**src/rtl/wisc_pkg.sv**
```systemverilog
// Shared constants and types for the 16-bit pipeline front end.
// Holds opcodes, the NOP encoding, the fetch FSM state type and an HLT decode helper.
package wisc_pkg;

  localparam logic [3:0]  OP_HLT   = 4'b1111;
  localparam logic [3:0]  OP_B     = 4'b1100;
  localparam logic [3:0]  OP_BR    = 4'b1101;
  localparam logic [15:0] NOP_INST = 16'h0000;

  typedef enum logic [1:0] {
    ST_FETCH,
    ST_DISCARD,
    ST_HALTED
  } fetch_state_e;

  function automatic logic is_hlt(input logic [15:0] inst);
    return inst[15:12] == OP_HLT;
  endfunction

endpackage

```
**src/rtl/if_id_reg.sv**
```systemverilog
// IF/ID pipeline register: 1-cycle latency.
// en=0 holds the contents; bubble=1 loads a NOP with valid cleared.
module if_id_reg
  import wisc_pkg::*;
(
  input  logic        clk,
  input  logic        rst,
  input  logic        en,
  input  logic        bubble,
  input  logic [15:0] inst_in,
  input  logic [15:0] pc_plus2_in,
  output logic [15:0] inst,
  output logic [15:0] pc_plus2,
  output logic        valid
);

  logic [15:0] inst_d, inst_q;
  logic [15:0] pc_plus2_d, pc_plus2_q;
  logic        valid_d, valid_q;

  always_comb begin
    inst_d     = inst_q;
    pc_plus2_d = pc_plus2_q;
    valid_d    = valid_q;
    if (en) begin
      if (bubble) begin
        inst_d     = NOP_INST;
        pc_plus2_d = 16'h0000;
        valid_d    = 1'b0;
      end else begin
        inst_d     = inst_in;
        pc_plus2_d = pc_plus2_in;
        valid_d    = 1'b1;
      end
    end
  end

  always_ff @(posedge clk or posedge rst) begin
    if (rst) begin
      inst_q     <= NOP_INST;
      pc_plus2_q <= 16'h0000;
      valid_q    <= 1'b0;
    end else begin
      inst_q     <= inst_d;
      pc_plus2_q <= pc_plus2_d;
      valid_q    <= valid_d;
    end
  end

  assign inst     = inst_q;
  assign pc_plus2 = pc_plus2_q;
  assign valid    = valid_q;

endmodule

```
**src/rtl/fetch_stage.sv**
```systemverilog
// Instruction fetch: owns the PC, issues imem requests, loads IF/ID one cycle after data returns.
// stall freezes PC and IF/ID; a miss holds imem_addr until imem_valid and inserts bubbles.
module fetch_stage
  import wisc_pkg::*;
#(
  parameter logic [15:0] PC_RESET = 16'h0000
) (
  input  logic        clk,
  input  logic        rst,
  input  logic        stall,
  input  logic        IF_Flush,
  input  logic [15:0] br_target,
  output logic        imem_req,
  output logic [15:0] imem_addr,
  input  logic        imem_valid,
  input  logic [15:0] imem_data,
  output logic [15:0] IF_ID_Inst,
  output logic [15:0] IF_ID_PC_plus2,
  output logic        IF_ID_Valid,
  output logic        halted
);

  fetch_state_e state_d, state_q;
  logic [15:0]  pc_d, pc_q;
  logic [15:0]  pend_d, pend_q;
  logic         req_d, req_q;
  logic         halted_d, halted_q;
  logic         ifid_en, ifid_bubble;
  logic [15:0]  pc_plus2, tgt;
  logic         flush_ok;

  assign pc_plus2 = pc_q + 16'd2;
  assign tgt      = {br_target[15:1], 1'b0};
  assign flush_ok = IF_Flush && !stall;

  always_comb begin
    state_d     = state_q;
    pc_d        = pc_q;
    pend_d      = pend_q;
    ifid_en     = 1'b1;
    ifid_bubble = 1'b1;
    case (state_q)
      ST_FETCH: begin
        if (stall) begin
          ifid_en = 1'b0;
        end else if (IF_Flush) begin
          if (imem_valid) begin
            pc_d = tgt;
          end else begin
            // access still in flight: keep the address stable, redirect once it lands
            pend_d  = tgt;
            state_d = ST_DISCARD;
          end
        end else if (imem_valid) begin
          ifid_bubble = 1'b0;
          if (is_hlt(imem_data)) state_d = ST_HALTED;
          else                   pc_d    = pc_plus2;
        end
      end
      ST_DISCARD: begin
        ifid_en = !stall;
        if (flush_ok) pend_d = tgt;
        if (imem_valid) begin
          pc_d    = flush_ok ? tgt : pend_q;
          state_d = ST_FETCH;
        end
      end
      ST_HALTED: begin
        ifid_en = !stall;
        if (flush_ok) begin
          pc_d    = tgt;
          state_d = ST_FETCH;
        end
      end
      default: state_d = ST_FETCH;
    endcase
    req_d    = (state_d != ST_HALTED);
    halted_d = (state_d == ST_HALTED);
  end

  always_ff @(posedge clk or posedge rst) begin
    if (rst) begin
      state_q  <= ST_FETCH;
      pc_q     <= PC_RESET;
      pend_q   <= PC_RESET;
      req_q    <= 1'b0;
      halted_q <= 1'b0;
    end else begin
      state_q  <= state_d;
      pc_q     <= pc_d;
      pend_q   <= pend_d;
      req_q    <= req_d;
      halted_q <= halted_d;
    end
  end

  assign imem_req  = req_q;
  assign imem_addr = pc_q;
  assign halted    = halted_q;

  if_id_reg u_if_id (
    .clk         (clk),
    .rst         (rst),
    .en          (ifid_en),
    .bubble      (ifid_bubble),
    .inst_in     (imem_data),
    .pc_plus2_in (pc_plus2),
    .inst        (IF_ID_Inst),
    .pc_plus2    (IF_ID_PC_plus2),
    .valid       (IF_ID_Valid)
  );

endmodule

```
**config.mk**
```make
export PLATFORM = sky130hd
export DESIGN_NAME = fetch_stage
export DESIGN_NICKNAME = d
export VERILOG_FILES = /design/src/rtl/wisc_pkg.sv /design/src/rtl/if_id_reg.sv /design/src/rtl/fetch_stage.sv
export SDC_FILE = /design/constraint.sdc
export NUM_CORES = 1
export LEC_CHECK = 0
export CORE_ASPECT_RATIO = 1.2
export CORE_MARGIN = 2
export CORE_UTILIZATION = 54
export CTS_CLUSTER_DIAMETER = 40
export CTS_CLUSTER_SIZE = 8
export DETAILED_ROUTE_END_ITERATION = 16
export GPL_ROUTABILITY_DRIVEN = 0
export MAX_ROUTING_LAYER = met4
export PLACE_DENSITY_LB_ADDON = 0.15
export SYNTH_ARGS = -nofsm -noshare
export SYNTH_HDL_FRONTEND = slang
export SYNTH_SLANG_ARGS = --single-unit
```
**constraint.sdc**
```tcl
create_clock -name clk -period 4.85 [get_ports clk]
set_clock_uncertainty 0.2 [all_clocks]
set_input_delay 0.97 -clock clk [delete_from_list [all_inputs] [get_ports clk]]
set_output_delay 0.97 -clock clk [all_outputs]
set_load 0.02 [all_outputs]
```
==> reports/metrics.sh, run 1 <==
OUTCOME='completed'
GRT_FIRST_PASS_WIRELENGTH_UM=14520
DRC_ERRORS=0
NETLIST.TOP_CELL.BY_AREA='sky130_fd_sc_hd__dfrtp_1'
INITIAL_CORE_UTIL=0.5637
CP_DATA_ARRIVAL_TIME_NS=3.32
SWITCHING_POWER_uW=1051
CTS.SINK_COUNT=69
POSTSYNTHNETCOUNT=426
P_SW_FRAC=0.3937
SEQCELLAREA_MM2=0.001727
CRIT_CHAIN='clkdlybuf4s50_1, buf_4, nor2b_2, a211oi_2, or3_4, a2111oi_2, a221oi_1'
REPORT.FINAL.SETUP_VIOL=0
TIMING.CRITICAL_PATH.BUF_INV=2
ANTENNA_CELLS_INSERTED=0
CRITPATHCAPTURETYPE='register'
FINAL_LAYOUT_SIZE_SUFFIX_GT1_FRAC=0.1020
NUMBER_OF_CELLS_UPSIZED_OR_DOWNSIZED_AFTER_CTS=0
CRITPATHREQUIREDTIME_NS=4.87
DIEWIDTH_UM=79.12
NUM_IO_PINS=88
POWER.SHARE.CLOCK=0.197
POSTCTSHOLDBUFS=0
ASYNC_FLOP_SHARE=1.000
DRT-WIRELENGTH-PER-CELL_UM=15.97
PORTBUFFERS=86
MAX_FO_CRITICAL_PATH=28
CELLPOWERDENSITY_mW_PER_MM2=562.9
YS_FF_LATCH=69
YOSYSSEQAREASHARE=0.4723
HOLDCRITPATHCLASS='reg2reg'
NUMBER_OF_GLOBAL_ROUTE_VIAS_BEFORE_REPAIR=2953
POWER_REPORT.INTERNAL_TOTAL_uW=1619
GR-TOTAL-OVERFLOW=0
DESIGN.FINAL.NETS=498
FINAL_CORE_UTIL=0.7315
DRT_WL_TOTAL_UM=8720
ROUTE.DETAILED.VIAS_PER_INST=5.923
FLOORPLAN.DIE.HEIGHT_UM=94.14
FIN_TOTAL_PWR_uW=2671
CORE.ROWCOUNT=32
GATE_COUNT_POST_SYNTH=384
PATH_TYPE_OF_THE_WORST_SETUP_PATH='in2reg'
AREA_FRACTION_OF_THE_DOMINANT_CELL_TYPE_AFTER_SYNTHESIS=0.4723
DRT_PASS1_ITERATIONS=5
PINS_OVER_THEIR_SLEW_LIMIT=0
HOLD-WORST-SLACK_NS=0.2782
SYN-MEAN-INSTANCE-AREA_UM2=9.521
FINAL_ANTENNA_VIOLATING_NET_COUNT=0
DPL.HPWL_UM=6184
SYN2LAYOUT_AREA_GROWTH_PCT=29.77
CTSHTREEMAXLEVEL=3
CTS_SETUP_BUFFERS=0
FINAL.SETUP.TNS_NS=0
LARGEST_NET_DEGREE_AT_THE_START_OF_GLOBAL_ROUTING=53
CPPEAKSTAGEDELAY_NS=0.60
STATIC-LEAKAGE-POWER_uW=0.001996
TIMING.FINAL.CRIT_SHARE=0.6805
SYNTHESIS.YOSYS.WARNINGS=0
N_FILL_CELL=509
CLOCK_LATENCY_NS=0.35
DETAILROUTE.VIA_COUNT=3234
MAX-SLEW-MARGIN-REL=0.3196
IR_DROP_mV=0.2984
CLK_TRANSITION_REPORTED_PATHS_NS=0.07
SYNTH_EDF_COUNT=0
WORST_SLEW_PIN_TRAN_NS=1.019
SYNTHESIS.AREA_MM2=0.003656
POWER.SEQUENTIAL.FRACTION=0.359
SYNTHTOPCELLSBYCOUNT='sky130_fd_sc_hd__dfrtp_1 (69), sky130_fd_sc_hd__nand2_1 (54), sky130_fd_sc_hd__o21ai_0 (26), sky130_fd_sc_hd__a22o_1 (25), sky130_fd_sc_hd__a21oi_1 (24)'
CTS_MAX_PATH_BUFFERS=2
SETUP_REPAIR_AFTER_GLOBAL_ROUTING_MISSED_ITS_MARGIN='no'
SYNTH_MOST_COMMON_CELL='sky130_fd_sc_hd__dfrtp_1'
COMBPWRFRAC=0.444
TRACK_USAGE=0.2572
ANTENNA_FOUND_INITIAL=0
MAXCAPVIOLCOUNT=0
DIE_AREA_MM2=0.007447
CLK_ROOT_BUFFER_CELL='sky130_fd_sc_hd__clkbuf_8'
FP.COREAREA_MM2=0.006486
TRITONCTS_CLOCK_TREE='yes'
CRIT_SLOWEST_CELL='sky130_fd_sc_hd__nor2b_2'
FMAX_MHz=303.0
SYNTH.LIB_CELLS_USED.DISTINCT=50
NUMCTSBUFFERS=9
MULTI_INPUT_COMB_AREA_MM2=0.001763
LEADING_POST_SYNTHESIS_CELLS_BY_CELL_AREA='sky130_fd_sc_hd__dfrtp_1 (47%), sky130_fd_sc_hd__a22o_1 (6.0%), sky130_fd_sc_hd__nand2_1 (5.5%), sky130_fd_sc_hd__mux2_2 (4.6%), sky130_fd_sc_hd__o21ai_0 (3.6%)'
DRT-INITIAL-DRC-COUNT=254
CP-START-KIND='primary input'
FINAL-HOLD-VIOLATION-COUNT=0
SHORTEST_CLOCK_PERIOD_THE_WORST_PATH_ALLOWS_AFTER_LAYOUT_NS=3.300
YS_DOMINANT_REG_CELL='sky130_fd_sc_hd__dfrtp_1'
CP_TOP_FAMILY='simple AND/OR/NAND/NOR gates'
power by group through the flow:
stage                     Sequential [uW]  Combinational, uW  Clock [uW]
after global placement                954               1150           0
after CTS                             955               1190         531
after global routing                  987               1300         563
after floorplan                      1070                624           0
after detailed placement              966               1170           0
final                                 959               1190         526
placed cells by master (no fill, tap or decap), drive strengths merged, types with 4 or more instances in the layout:
cell           instances
a211oi                 6
nand4                 11
clkbuf                10
ha                     5
clkdlybuf4s50         86
dfrtp                 69
nor2                  20
a22o                  25
o21ai                 27
and3                   6
a21oi                 25
mux2                  15
nand3                 20
inv                    9
xor2                   7
xnor2                  5
buf                    4
and2                   5
nand2                 54
logic make-up (layout without fill, tap and decap cells):
group	Yosys count	in the layout	share of synthesized area
DFF	69	69	0.4723
AOI/OAI and AO/OA	108	108	0.2053
muxes	16	16	0.04894
xor gates and xnor gates	12	12	0.02875
and+or+nand+nor	136	136	0.1814
adders and majority gates	5	5	0.01711
buffers and inverters	38	115	0.04620
path summary, 6_finish.rpt:
kind	start	endpoint	depth (start not counted)	slack (ns)
setup / recovery	IF_Flush	imem_addr[13]	7	1.55
hold / removal	u_if_id.valid	u_if_id.valid	2	0.28
setup reg to reg	state_q[1]	pend_q[1]	6	2.01
hold reg to reg	u_if_id.valid	u_if_id.valid	2	0.28
max in group asynchronous	rst	pend_q[11]	3	2.63
min in group asynchronous	rst	u_if_id.inst[13]	2	0.99
cell type report:
type,count,share of cell area
flip-flops and latches,69,0.3639
well taps,85,0.02242
multi-input cells,277,0.3716
inverters,9,0.007120
clock buffers,10,0.02901
clock inverters,6,0.01820
repair buffers,90,0.1878
routing by layer:
layer  part of all wire  track usage  wire length [um]
met3              0.063      0.04615               546
met2               0.47       0.3849              4074
met1               0.45       0.3538              3942
met5                  0            -                 0
met4              0.018      0.09339               157
worst min-delay path, cell delays in order (launching register included):
cell and delay, ns:
sky130_fd_sc_hd__dfrtp_1 0.34, sky130_fd_sc_hd__nand2_1 0.05, sky130_fd_sc_hd__nand2_1 0.05
per-stage QoR:
| stage | instance area (um^2) | std cells | worst slack, ns |
|---|---|---|---|
| 2_1_floorplan | 3656 | 384 | 1.940 |
| 3_3_place_gp | 4521 | 530 | 1.236 |
| 3_5_place_dp | 4521 | 530 | 1.187 |
| 4_1_cts | 4745 | 546 | 1.553 |
| 5_1_grt | 4745 | 546 | 1.367 |
| 6_report | 4745 | 546 | 1.550 |
registers in the layout, summed over array words and instances (netlist names):
name              count
u_if_id.valid         1
imem_req              1
pend_q               16
u_if_id.inst         16
u_if_id.pc_plus2     16
imem_addr            16
state_q               2
halted                1
Power figures use the tool's default switching activity.
==> run 2, diff against run 1 <==
--- a/config.mk
+++ b/config.mk
@@ -7,7 +7,7 @@
 export LEC_CHECK = 0
 export CORE_ASPECT_RATIO = 1.2
 export CORE_MARGIN = 2
-export CORE_UTILIZATION = 54
+export CORE_UTILIZATION = 50
 export CTS_CLUSTER_DIAMETER = 40
 export CTS_CLUSTER_SIZE = 8
 export DETAILED_ROUTE_END_ITERATION = 16
==> constraint.sdc (replaced) <==
create_clock -name clk -period 3.3 [get_ports clk]
set_clock_uncertainty 0.2 [all_clocks]
set_input_delay 0.66 -clock clk [delete_from_list [all_inputs] [get_ports clk]]
set_output_delay 0.66 -clock clk [all_outputs]
set_load 0.02 [all_outputs]
==> run 2 against run 1 <==
Sequential share of layout area about the same. Cell count up 2.0%. Critical path depth is 1 lower. Flip-flop and latch count unchanged. Count of clock-buffer cells in the layout unchanged. Critical path type unchanged. Largest cell class unchanged. Highest routed layer unchanged.
==> reports/metrics.sh, run 2 (synthesis results as in run 1) <==
N_FILL_CELL=605
CP-START-KIND='primary input'
GRT_FIRST_PASS_WIRELENGTH_UM=14660
OUTCOME='completed'
GR_UTIL_MET2=0.3621
CTS_MAX_PATH_BUFFERS=2
WORST_SLEW_PIN_TRAN_NS=0.9143
PORTBUFFERS=86
DRT-INITIAL-DRC-COUNT=190
NUMBER_OF_CELLS_UPSIZED_OR_DOWNSIZED_AFTER_CTS=0
CRITPATHREQUIREDTIME_NS=3.31
MAXCAPVIOLCOUNT=0
CRITPATHCAPTURETYPE='register'
MET3_USAGE=0.03346
PINS_OVER_THEIR_SLEW_LIMIT=0
DRT_WL_TOTAL_UM=8857
FP.COREAREA_MM2=0.007189
DRT_PASS1_ITERATIONS=4
IR_DROP_mV=0.3274
CORE.ROWCOUNT=34
CTS_SETUP_BUFFERS=0
CELLPOWERDENSITY_mW_PER_MM2=796.8
SETUP_REPAIR_AFTER_GLOBAL_ROUTING_MISSED_ITS_MARGIN='no'
REPORT.FINAL.SETUP_VIOL=0
MULTI_INPUT_COMB_AREA_MM2=0.001763
CP_DATA_ARRIVAL_TIME_NS=2.67
FINAL_LAYOUT_SIZE_SUFFIX_GT1_FRAC=0.1113
DIEWIDTH_UM=82.06
MAX_FO_CRITICAL_PATH=21
HOLDCRITPATHCLASS='reg2reg'
CLOCK_LATENCY_NS=0.35
SYN2LAYOUT_AREA_GROWTH_PCT=29.88
LAYOUT_COMMONEST_CELL='sky130_fd_sc_hd__clkdlybuf4s50_1'
FIN_TOTAL_PWR_uW=3784
ANTENNA_FOUND_INITIAL=0
PATH_TYPE_OF_THE_WORST_SETUP_PATH='in2reg'
DPL.HPWL_UM=6602
ROUTE.DETAILED.VIAS_PER_INST=5.655
DIE_AREA_MM2=0.008015
GLOBAL_ROUTE.PEAK_USAGE_LAYER='met2'
CTS.SINK_COUNT=69
CPPEAKSTAGEDELAY_NS=0.59
NUMCTSBUFFERS=9
FLOORPLAN.DIE.HEIGHT_UM=97.67
CRIT_CHAIN='clkdlybuf4s50_1, nor2b_2, a211oi_2, or3_4, a2111oi_2, a221oi_1'
CP_TOP_FAMILY='simple AND/OR/NAND/NOR gates'
TRITONCTS_CLOCK_TREE='yes'
CRIT_SLOWEST_CELL='sky130_fd_sc_hd__clkdlybuf4s50_1'
DRT-WIRELENGTH-PER-CELL_UM=15.90
FINAL_ANTENNA_VIOLATING_NET_COUNT=0
PLACE_INST=541
TIMING.CRITICAL_PATH.BUF_INV=1
ANTENNA_CELLS_INSERTED=0
FINAL_CELLS=557
STATIC-LEAKAGE-POWER_uW=0.001993
CTSHTREEMAXLEVEL=3
LARGEST_NET_DEGREE_AT_THE_START_OF_GLOBAL_ROUTING=34
POSTCTSHOLDBUFS=0
CLK_ROOT_BUFFER_CELL='sky130_fd_sc_hd__clkbuf_8'
FMAX_MHz=376.4
DESIGN.FINAL.NETS=504
SHORTEST_CLOCK_PERIOD_THE_WORST_PATH_ALLOWS_AFTER_LAYOUT_NS=2.657
NUMBER_OF_GLOBAL_ROUTE_VIAS_BEFORE_REPAIR=2962
DETAILROUTE.VIA_COUNT=3150
GR-USAGE-MET1=0.3313
FINAL.SETUP.TNS_NS=0
GR-TOTAL-OVERFLOW=0
FINAL_CORE_UTIL=0.6605
PLACED_AREA_MM2=0.004572
TIMING.FINAL.CRIT_SHARE=0.8051
NUM_IO_PINS=88
SEQCELLAREA_MM2=0.001727
FINAL-HOLD-VIOLATION-COUNT=0
TRACK_USAGE=0.2399
FINALINSTANCEAREA_MM2=0.004748
MAX-SLEW-MARGIN-REL=0.3905
LEADING_CELL_TYPES_IN_THE_LAYOUT_FILL_AND_TAPS_EXCLUDED='sky130_fd_sc_hd__clkdlybuf4s50_1 (86), sky130_fd_sc_hd__dfrtp_1 (69), sky130_fd_sc_hd__nand2_1 (54), sky130_fd_sc_hd__o21ai_0 (26), sky130_fd_sc_hd__a22o_1 (25)'
DRC_ERRORS=0
INITIAL_CORE_UTIL=0.5085
CLK_TRANSITION_REPORTED_PATHS_NS=0.08
-- run 2: cell count changes in the layout (fill, tap and decap cells not counted), sizes merged --
cell      previous run  this run
clkinvlp             1         3
buf                  4        10
bufinv               2         0
inv                  9        10
clkinv               3         2
-- run 2: through the flow --
step	hold WS [ns]	worst slack, ns
2_1_floorplan	0.2443	0.7001
3_3_place_gp	0.2596	0.3789
3_5_place_dp	0.2695	0.2983
4_1_cts	0.2864	0.6695
5_1_grt	0.3169	0.4310
6_report	0.2801	0.6433
-- run 2: final cells by class --
type,instances,area share
Timing Repair Buffer,96,0.1971
Clock buffer,10,0.02688
Inverter,9,0.007115
Clock inverter,6,0.01028
Sequential cell,69,0.3636
Tap cell,90,0.02372
Multi-Input combinational cell,277,0.3713
-- run 2: metal layers --
layer,part of all wire,vias up
li1,-,1545
met1,0.47,1505
met2,0.46,89
met3,0.055,11
met4,0.011,0
met5,0,-
-- run 2: power by group --
part / leakage (uW) / internal (uW) / switching [uW] / total, uW
clock: 0.0000791 / 278 / 343 / 621
sequential: 0.000881 / 1130 / 285 / 1410
combinational: 0.00103 / 822 / 928 / 1750
-- run 2: path summary, 6_finish.rpt --
path	cells past startpoint	slack, ns	start	endpoint
setup / recovery	6	0.64	stall	imem_addr[13]
hold / removal	2	0.28	u_if_id.pc_plus2[13]	u_if_id.pc_plus2[13]
setup reg to reg	7	0.66	state_q[0]	imem_addr[13]
hold reg to reg	2	0.28	u_if_id.pc_plus2[13]	u_if_id.pc_plus2[13]
max in group asynchronous	3	1.74	rst	pend_q[15]
min in group asynchronous	2	0.46	rst	u_if_id.inst[0]
-- run 2: worst reg2reg max path, cell delays in order (launching register included) --
cell and delay [ns]:
sky130_fd_sc_hd__dfrtp_1 0.44, sky130_fd_sc_hd__inv_1 0.13, sky130_fd_sc_hd__ha_1 0.62, sky130_fd_sc_hd__nor2_1 0.14, sky130_fd_sc_hd__a211oi_2 0.33, sky130_fd_sc_hd__or3_4 0.34, sky130_fd_sc_hd__a2111oi_2 0.07, sky130_fd_sc_hd__a221oi_1 0.27
